[config.mk]
export PLATFORM = sky130hd
export DESIGN_NAME = gray_cnt
export DESIGN_NICKNAME = d
export VERILOG_FILES = /design/src/rtl/gray_cnt.sv
export SDC_FILE = /design/constraint.sdc
export NUM_CORES = 1
export LEC_CHECK = 0
export ABC_CLOCK_PERIOD_IN_PS = 3600
export CAP_MARGIN = 20
export CORE_MARGIN = 4
export CORE_UTILIZATION = 45
export DETAILED_ROUTE_END_ITERATION = 8
export PLACE_DENSITY = 0.82
export SKIP_CTS_REPAIR_TIMING = 1
export SLEW_MARGIN = 20
export SYNTH_ARGS = -nofsm -noshare
export SYNTH_HDL_FRONTEND = slang
export SYNTH_SLANG_ARGS = --single-unit
[constraint.sdc]
create_clock -name clk -period 3.6 [get_ports clk]
set_input_delay 0.36 -clock clk [delete_from_list [all_inputs] [get_ports clk]]
set_output_delay 0.36 -clock clk [all_outputs]
set_load 0.05 [all_outputs]
[src/rtl/gray_cnt.sv]
// Binary/Gray counter with registered Gray, binary and wrap outputs for CDC pointer use.
// Optional down-counting selected by defining GRAY_CNT_DOWN_EN (adds the dir port).
module gray_cnt #(
    parameter int SIZE = 8
) (
    input  logic            clk,
    input  logic            rst,
    input  logic            en,
    input  logic            load,
    input  logic [SIZE-1:0] load_bin,
`ifdef GRAY_CNT_DOWN_EN
    input  logic            dir,
`endif
    output logic [SIZE-1:0] bin,
    output logic [SIZE-1:0] gray,
    output logic            wrap
);

    logic [SIZE-1:0] r_bin;
    logic [SIZE-1:0] r_gray;
    logic            r_wrap;

    logic [SIZE-1:0] w_bin_nxt;
    logic [SIZE-1:0] w_gray_nxt;
    logic            w_wrap_nxt;
    logic            w_down;

`ifdef GRAY_CNT_DOWN_EN
    assign w_down = dir;
`else
    assign w_down = 1'b0;
`endif

    // Gray is encoded from the next binary value so both registers update on the same edge.
    always_comb begin
        w_bin_nxt  = r_bin;
        w_wrap_nxt = 1'b0;
        if (load) begin
            w_bin_nxt = load_bin;
        end else if (en) begin
            if (w_down) begin
                w_bin_nxt  = r_bin - SIZE'(1);
                w_wrap_nxt = ~|r_bin;
            end else begin
                w_bin_nxt  = r_bin + SIZE'(1);
                w_wrap_nxt = &r_bin;
            end
        end
        w_gray_nxt = w_bin_nxt ^ (w_bin_nxt >> 1);
    end

    always_ff @(posedge clk or posedge rst) begin
        if (rst) begin
            r_bin  <= '0;
            r_gray <= '0;
            r_wrap <= 1'b0;
        end else begin
            r_bin  <= w_bin_nxt;
            r_gray <= w_gray_nxt;
            r_wrap <= w_wrap_nxt;
        end
    end

    assign bin  = r_bin;
    assign gray = r_gray;
    assign wrap = r_wrap;

endmodule
# Word-level counts from Yosys, hierarchy flattened
# Cells that the tools add are included.
dict set report classes {
  n_reduce_logical 1
  mul 0
  bitwise 1
  shifts 0
  order_cmp 0
  n_div 0
  muxes 4
  add_sub_neg 1
  eq_ne 0
}
# operator n
set op_table {}
lappend op_table {{two-way mux 8 bit} 2}
lappend op_table {{adder 8 x 1 -> 8 bit (second input constant)} 1}
lappend op_table {{AND reduction 8 bit} 1}
lappend op_table {{XOR 8 x 7 -> 8 bit} 1}
lappend op_table {{two-way mux 1 bit} 2}
dict set report totals {
  memories 0
  mem_bits_rw 0
  latch_bits 0
  romBits 0
  output_inout_bits 17
  word_cells 10
  register_bits 17
}

# Longest topological paths before layout
# Gate-level depths: netlist of the first run.
dict set report logic_depth {
  ltp_word 4
  ltp_mapped 5
  ltp_nobuf 5
}

# Worst setup path after synthesis of the first run
# No wires, ideal clock.
dict set report synth_timing {
  path_type {flip-flop to flip-flop}
  from {register r_bin[0] (netlist: bin[0])}
  to {register r_gray[5] (netlist: gray[5])}
  setup_slack_ns 1.673
  t_arrival_ns 1.848
  synth_period_minus_slack_ns 1.927
  required_time_ns 3.521
  path_stages_with_launch 6
  cell_sequence {dfrtp_1 ha_1 nand4_2 or3_4 a31oi_4 xor2_1}
}
dict set report synth_between {
  elab_chain_len 4
}
# element line
set synth_lines {}
lappend synth_lines {{start, declared} 19} ;# logic [SIZE-1:0] r_bin;
lappend synth_lines {{start signal, assigned} 58} ;# r_bin <= w_bin_nxt;
lappend synth_lines {{adder 8 x 1 -> 8 bit} 45} ;# w_bin_nxt = r_bin + SIZE'(1);
lappend synth_lines {{two-way mux 8 bit} 40} ;# end else if (en) begin
lappend synth_lines {{two-way mux 8 bit} 38} ;# if (load) begin
lappend synth_lines {{net w_bin_nxt[6]} 23} ;# logic [SIZE-1:0] w_bin_nxt;
lappend synth_lines {{XOR 8 x 7 -> 8 bit} 49} ;# w_gray_nxt = w_bin_nxt ^ (w_bin_nxt >> 1);
lappend synth_lines {{net w_gray_nxt[5]} 24} ;# logic [SIZE-1:0] w_gray_nxt;
lappend synth_lines {{end signal, assigned} 59} ;# r_gray <= w_gray_nxt;
lappend synth_lines {{end, declared} 20} ;# logic [SIZE-1:0] r_gray;
# The timed path passes the listed nets, and every way through them passes these cells.

# Final worst setup path of the first run
dict set report layout_timing {
  from {register r_bin[2] (netlist: bin[2])}
  to {output bin[2]}
}
# element line
set layout_rtl {}
lappend layout_rtl {{end, declared} 14} ;# output logic [SIZE-1:0] bin,
# No word-level cell between the ends.

==> results.md, run 1 <==
* Gr ovfl total at 0
* Leak at approximately 0.00047 µW
* Per-cell routed wire length at 13.9 µm
* Slowest cell on crit path: clkdlybuf4s50_1
* Max frequency at 0.510 GHz
* Mean Syn Cell Area at between 10 and 15 µm²
* FP Rows at 14
* Worst slew margin at just over 60%
* Worst-Skew Late Latency at approximately 280 ps
* Max_cap viols at 0
* Ranking of synthesized cells by area: dfrtp_1, xnor2_1, xor2_1
* Drt pass-1 iters at 4
* Fin nets at about 110
* Antenna Cells at 0
* Die Area at roughly 0.0024 mm²
* Critical Path Sink Type: output port
* Pwr per Cell Area at ~560 mW/mm²
* Largest area contributor in the netlist: dfrtp_1
* Post-synthesis sequential area ratio at a little over half
* Number of synthesized register bits at 16
* Cell Chain, Critical Path: clkdlybuf4s50_1
* Area Overhead vs Synth at 41.5%
* Leading cell types in the layout, fill and taps excluded: clkdlybuf4s50_1, dfrtp_1, nand2_1
* Initial core utilization at between 40% and 50%
* Share of layout cells above drive strength 1 at between 8 and 9%
* # IOs at 29
* CP delay by family, top: buffers and inverters
* CTS Sinks at 16
* Die X at between 40 and 50 µm
* Clock Tree Buf Depth at 2
* CP arrival at around 1600 ps
* GP Congestion at around 0.73
* Worst path max stage delay at between 800 and 900 ps
* Core ar. at ~0.0016 mm²
* Syn Nets at 81
* First-pass GRT wire length at approximately 2.7 mm
* CP Class: flip-flop to output port
* Setup-failing EPs final at 0
* VDD IR max at ~0.44 mV
* Initial antenna violation count at 0
* Multi-input gate area at roughly 320 µm²
* Post-DP HPWL at 1.19 mm
* Top-area cell type share of the netlist area at between 50% and 60%
* Final TNS setup at 0 ps
* Register Area at 400 µm²
* Cts bufs inserted at 3
* # DRC at 0
* Worst path required time at 3240 ps
* Die Span Y at about 50 µm
* CTS root buf: clkbuf_4
* I/O Buffers at 28
* Worst slew pin tran at between 500 and 600 ps
* WP buf/inv at 1
* Pins Over Slew Limit at 0
* Power Total at between 600 and 700 µW
* Fin crit share at between 50% and 60%
* Outcome: finished, final reports clean
* Initial DRC count at 10
* Tmin final at 1960 ps
* Commonest non-fill, non-tap cell in the layout: clkdlybuf4s50_1
* Fillers at ~110
* CP Max Fanout at 5
* GRT Resource Usage Total at around 15%
* Vias per cell at around 5.2
* H-tree depth at 1
* Via count at 592
* Number of global-route vias before repair at roughly 630
* Post-synth cell types at 21
* Routed Antenna Nets at 0
* Worst Setup Start Kind: flip-flop
* Layout Skew at roughly 1.8 ps
* Worst Hold Class: input pin to async pin
* Detailed Route WL at between 1.5 and 2 mm
* Syn Inst Count at 68
* Final Hold Viols at 0
* Clock Pin Slew Worst Setup and Hold Paths at 100 ps
* CTS tree: yes
* Post-synthesis cell area at 763 µm²
* Largest net degree at the start of global routing at 17
* RSZ-0062 raised after global routing: no
* Yosys warning count at 0
* Final Hold Slack at approximately 420 ps
[Yosys cell counts]
| library cell | n |
|---|---|
| o21ai_1 | 4 |
| nor4_1 | 1 |
| buf_4 | 2 |
| nand2_1 | 7 |
| nand4_1 | 3 |
| xnor2_1 | 6 |
| dfrtp_1 | 16 |
| buf_2 | 1 |
| nand4_2 | 1 |
| or3_4 | 1 |
| nand3_1 | 1 |
| mux2i_1 | 4 |
| nand3_2 | 1 |
| nor2_1 | 2 |
| inv_1 | 6 |
| a21oi_1 | 1 |
| nor2b_1 | 2 |
| or4_1 | 2 |
| a31oi_4 | 1 |
| ha_1 | 1 |
| xor2_1 | 5 |
[worst register-to-register path, cell delays in order, from the launching register on]
cell	delay [ps]
dfrtp_1	450
ha_1	220
nand4_2	170
or3_4	420
a31oi_4	240
xor2_1	160
[state kept, by name, indices dropped and copies added, names as in the netlist]
name,flops
wrap,1
gray,7
bin,8
[worst paths after layout]
check	from	to	slack (ps)	cells after the start
setup reg to reg	bin[0]	gray[6]	1880	5
min in group clk	bin[7]	wrap	560	2
hold reg to reg	bin[7]	wrap	560	2
hold / removal	rst	bin[3]	420	2
setup / recovery	bin[2]	bin[2]	1640	1
max in group asynchronous	rst	gray[5]	2800	2
[area by class of cell]
| cell class | count | area share, % |
|---|---|---|
| inverters | 6 | 2.09 |
| repair buffers | 28 | 26.0 |
| well taps | 16 | 1.85 |
| clock buffers | 4 | 3.36 |
| multi-input cells | 43 | 29.7 |
| flip-flops and latches | 16 | 37.1 |
[stage by stage]
stage	utilization (%)	instances	setup slack (ps)	cell area, µm²
after floorplan	-	68	1670	763
after detailed placement	66.9	109	1510	1040
after CTS	69.3	113	1640	1080
final	69.3	113	1640	1080
after global placement	66.9	109	1560	1040
after global routing	69.3	113	1570	1080
[layer usage]
layer	global-route usage (%)	share of wire [%]	vias up	wire, µm
li1	-	-	283	-
met1	16.5	41	289	651
met2	25.4	52	18	813
met3	3.98	6.0	2	94
met4	8.53	0.89	0	14
met5	0	0	-	0
[logic make-up after synthesis]
kind of cell	count (synthesis)	share of synthesized area, %
XOR/XNOR	11	12.6
buffers and inverters	9	5.57
adder cells (fa/ha/maj)	1	1.64
AO/OA/AOI/OAI	6	6.06
flip-flops	16	52.5
multiplexers	4	5.25
AND/OR/NAND/NOR	21	16.4
[power breakdown]
part,switching (µW),internal (µW)
sequential,21.9,210
clock,57.7,61.5
combinational,166,89.9
total,246,361
No activity file was read; power rests on OpenSTA's default activity.
==> run 2: changes to the inputs <==
--- a/config.mk
+++ b/config.mk
@@ -5,12 +5,12 @@
 export SDC_FILE = /design/constraint.sdc
 export NUM_CORES = 1
 export LEC_CHECK = 0
-export ABC_CLOCK_PERIOD_IN_PS = 3600
+export ABC_CLOCK_PERIOD_IN_PS = 1800
 export CAP_MARGIN = 20
 export CORE_MARGIN = 4
-export CORE_UTILIZATION = 45
+export CORE_UTILIZATION = 38
 export DETAILED_ROUTE_END_ITERATION = 8
-export PLACE_DENSITY = 0.82
+export PLACE_DENSITY = 0.73
 export SKIP_CTS_REPAIR_TIMING = 1
 export SLEW_MARGIN = 20
 export SYNTH_ARGS = -nofsm -noshare
==> constraint.sdc (replaced) <==
create_clock -name clk -period 1.8 [get_ports clk]
set_input_delay 0.18 -clock clk [delete_from_list [all_inputs] [get_ports clk]]
set_output_delay 0.18 -clock clk [all_outputs]
set_load 0.05 [all_outputs]
==> results.md, run 2 (same netlist as run 1, synthesis figures left out) <==
* Internal power at 694 µW (+92%)
* Commonest non-fill, non-tap cell in the layout: clkdlybuf4s50_1
* Gr ovfl total at 0 (unchanged)
* Fin cells at 128 (+13%)
* Fin nets at 117 (+5.4%)
* Fin crit share at 97.0%
* GRT Resource Usage Total at 12.8% (-2.1 points)
* FP Rows at 15 (+1)
* Reg2reg path depth at 5 (unchanged)
* Leak at 0.000495 µW (+4.5%)
* Max FFs per register at 8 (unchanged)
* Antenna Cells at 0 (unchanged)
* Detailed Route WL at 1.53 mm (-2.6%)
* Share of layout cells above drive strength 1 at 16.5% (+8.3 points)
* Initial antenna violation count at 0 (unchanged)
* Power share of the clock group at 16.3% (-3.3 points)
* CTS tree: yes
* Cts bufs inserted at 3 (unchanged)
* Pwr per Cell Area at 1050 mW/mm² (+86%)
* Number of global-route vias before repair at 565 (-10%)
* Max frequency at around 0.57 GHz
* Worst Setup Start Kind: flip-flop
* Worst Hold Class: input pin to async pin
* Setup-failing EPs final at 0 (unchanged)
* Worst-Skew Late Latency at 280 ps (about the same)
* Clock Tree Buf Depth at 2 (unchanged)
* Die Area at 0.00279 mm² (+15%)
* Layout Skew at 5.12 ps (+3.31 ps)
* H-tree depth at 1 (unchanged)
* Critical Path Sink Type: output port
* WP buf/inv at 1 (unchanged)
* Per-cell routed wire length at 12.0 µm (-14%)
* Outcome: finished, final reports clean
* CP Class: flip-flop to output port
* Pins Over Slew Limit at 0 (unchanged)
* Final Hold Viols at 0 (unchanged)
* Clock Pin Slew Worst Setup and Hold Paths at 90 ps (about the same)
* Final TNS setup at 0 ps (unchanged)
* Die Span Y at 52.8 µm (+7.4%)
* Leading cell types in the layout, fill and taps excluded: clkdlybuf4s50_1, dfrtp_1, buf_4
* Worst path required time at 1620 ps (-1620 ps)
* Worst slew margin at 61.2% (-0.22 points)
* # IOs at 29 (unchanged)
* Switching power at 483 µW (+97%)
* I/O Buffers at 28 (unchanged)
* Worst path depth at 1 (unchanged)
* Worst path max stage delay at 840 ps (about the same)
* Part of the power in registers at 39.4% (+1.2 points)
* Cell Chain, Critical Path: clkdlybuf4s50_1
* Routed Antenna Nets at 0 (unchanged)
* Tmin final at 1750 ps
* # DRC at 0 (unchanged)
* CP arrival at 1570 ps (-30 ps)
* Area Overhead vs Synth at 47.2%
* CTS root buf: clkbuf_4
* Core ar. at 0.00182 mm² (+17%)
* Post-Place Cells at 124 (+14%)
* CP delay by family, top: buffers and inverters
* Initial DRC count at 1 (-9)
* Drt pass-1 iters at 4 (unchanged)
* Slowest cell on crit path: clkdlybuf4s50_1
* Post-DP HPWL at 1.22 mm (+2.1%)
* Max_cap viols at 0 (unchanged)
* VDD IR max at 0.637 mV (+45%)
* CTS Sinks at 16 (unchanged)
* Net Sw Frac at 41.0% (+0.55 points)
* Via count at 575 (-2.9%)
* First-pass GRT wire length at 2.53 mm (-7.3%)
* CP Max Fanout at 5 (unchanged)
* Die X at 52.8 µm (+7.4%)
* Fraction of power consumed by combinational cells at 44.3% (+2.1 points)
* RSZ-0062 raised after global routing: no
* GP Congestion at 0.762 (+4.1%)
* Initial core utilization at 41.9% (-7.0 points)
* Largest net degree at the start of global routing at 17 (unchanged)
* Vias per cell at 4.49 (-14%)
* Worst slew pin tran at 581 ps (+3.37 ps)
## run 2: cell count changes in the layout (fill, tap and decap cells not counted), sizes merged
cell           change
clkdlybuf4s50      -2
buf                +8
## run 2: layout make-up
cell class	count	area [µm²]
multi-input cells	43	320
inverters	6	22.5
flip-flops and latches	16	403
well taps	25	31.3
clock buffers	4	26.3
repair buffers	34	320
fillers	168	697
## run 2: per-layer routing
metal	up-vias	GRT usage [%]	routed length (µm)
met4	0	6.38	16
met2	18	20.7	734
met5	-	0	0
li1	297	-	-
met1	258	14.7	639
met3	2	4.84	141
## run 2: final timing paths
kind,slack [ps],startpoint,endpoint
setup reg to reg,200,bin[0],gray[5]
setup / recovery,50,bin[4],bin[4]
max in group asynchronous,1140,rst,bin[0]
hold reg to reg,570,bin[7],wrap
hold / removal,250,rst,gray[2]
min in group clk,480,load_bin[0],bin[0]
## run 2: power groups by stage
stage	clock, µW	combinational, µW	sequential [µW]
floorplan	0	122	688
global route	220	551	474
global placement	0	521	472
CTS	200	528	466
detailed placement	0	526	473
finish	191	522	465
## run 2: per-stage QoR
stage | util [%] | worst slack [ps] | total power (µW) | cell area [µm²] | hold slack, ps
after floorplan | - | 46.3 | 810 | 766 | 93.6
after global placement | 60.3 | 119 | 993 | 1100 | 549
after detailed placement | 60.3 | 102 | 999 | 1100 | 551
after CTS | 61.7 | 40.2 | 1190 | 1120 | 280
after global routing | 61.7 | 4.90 | 1250 | 1120 | 321
final | 61.7 | 54.0 | 1180 | 1120 | 247
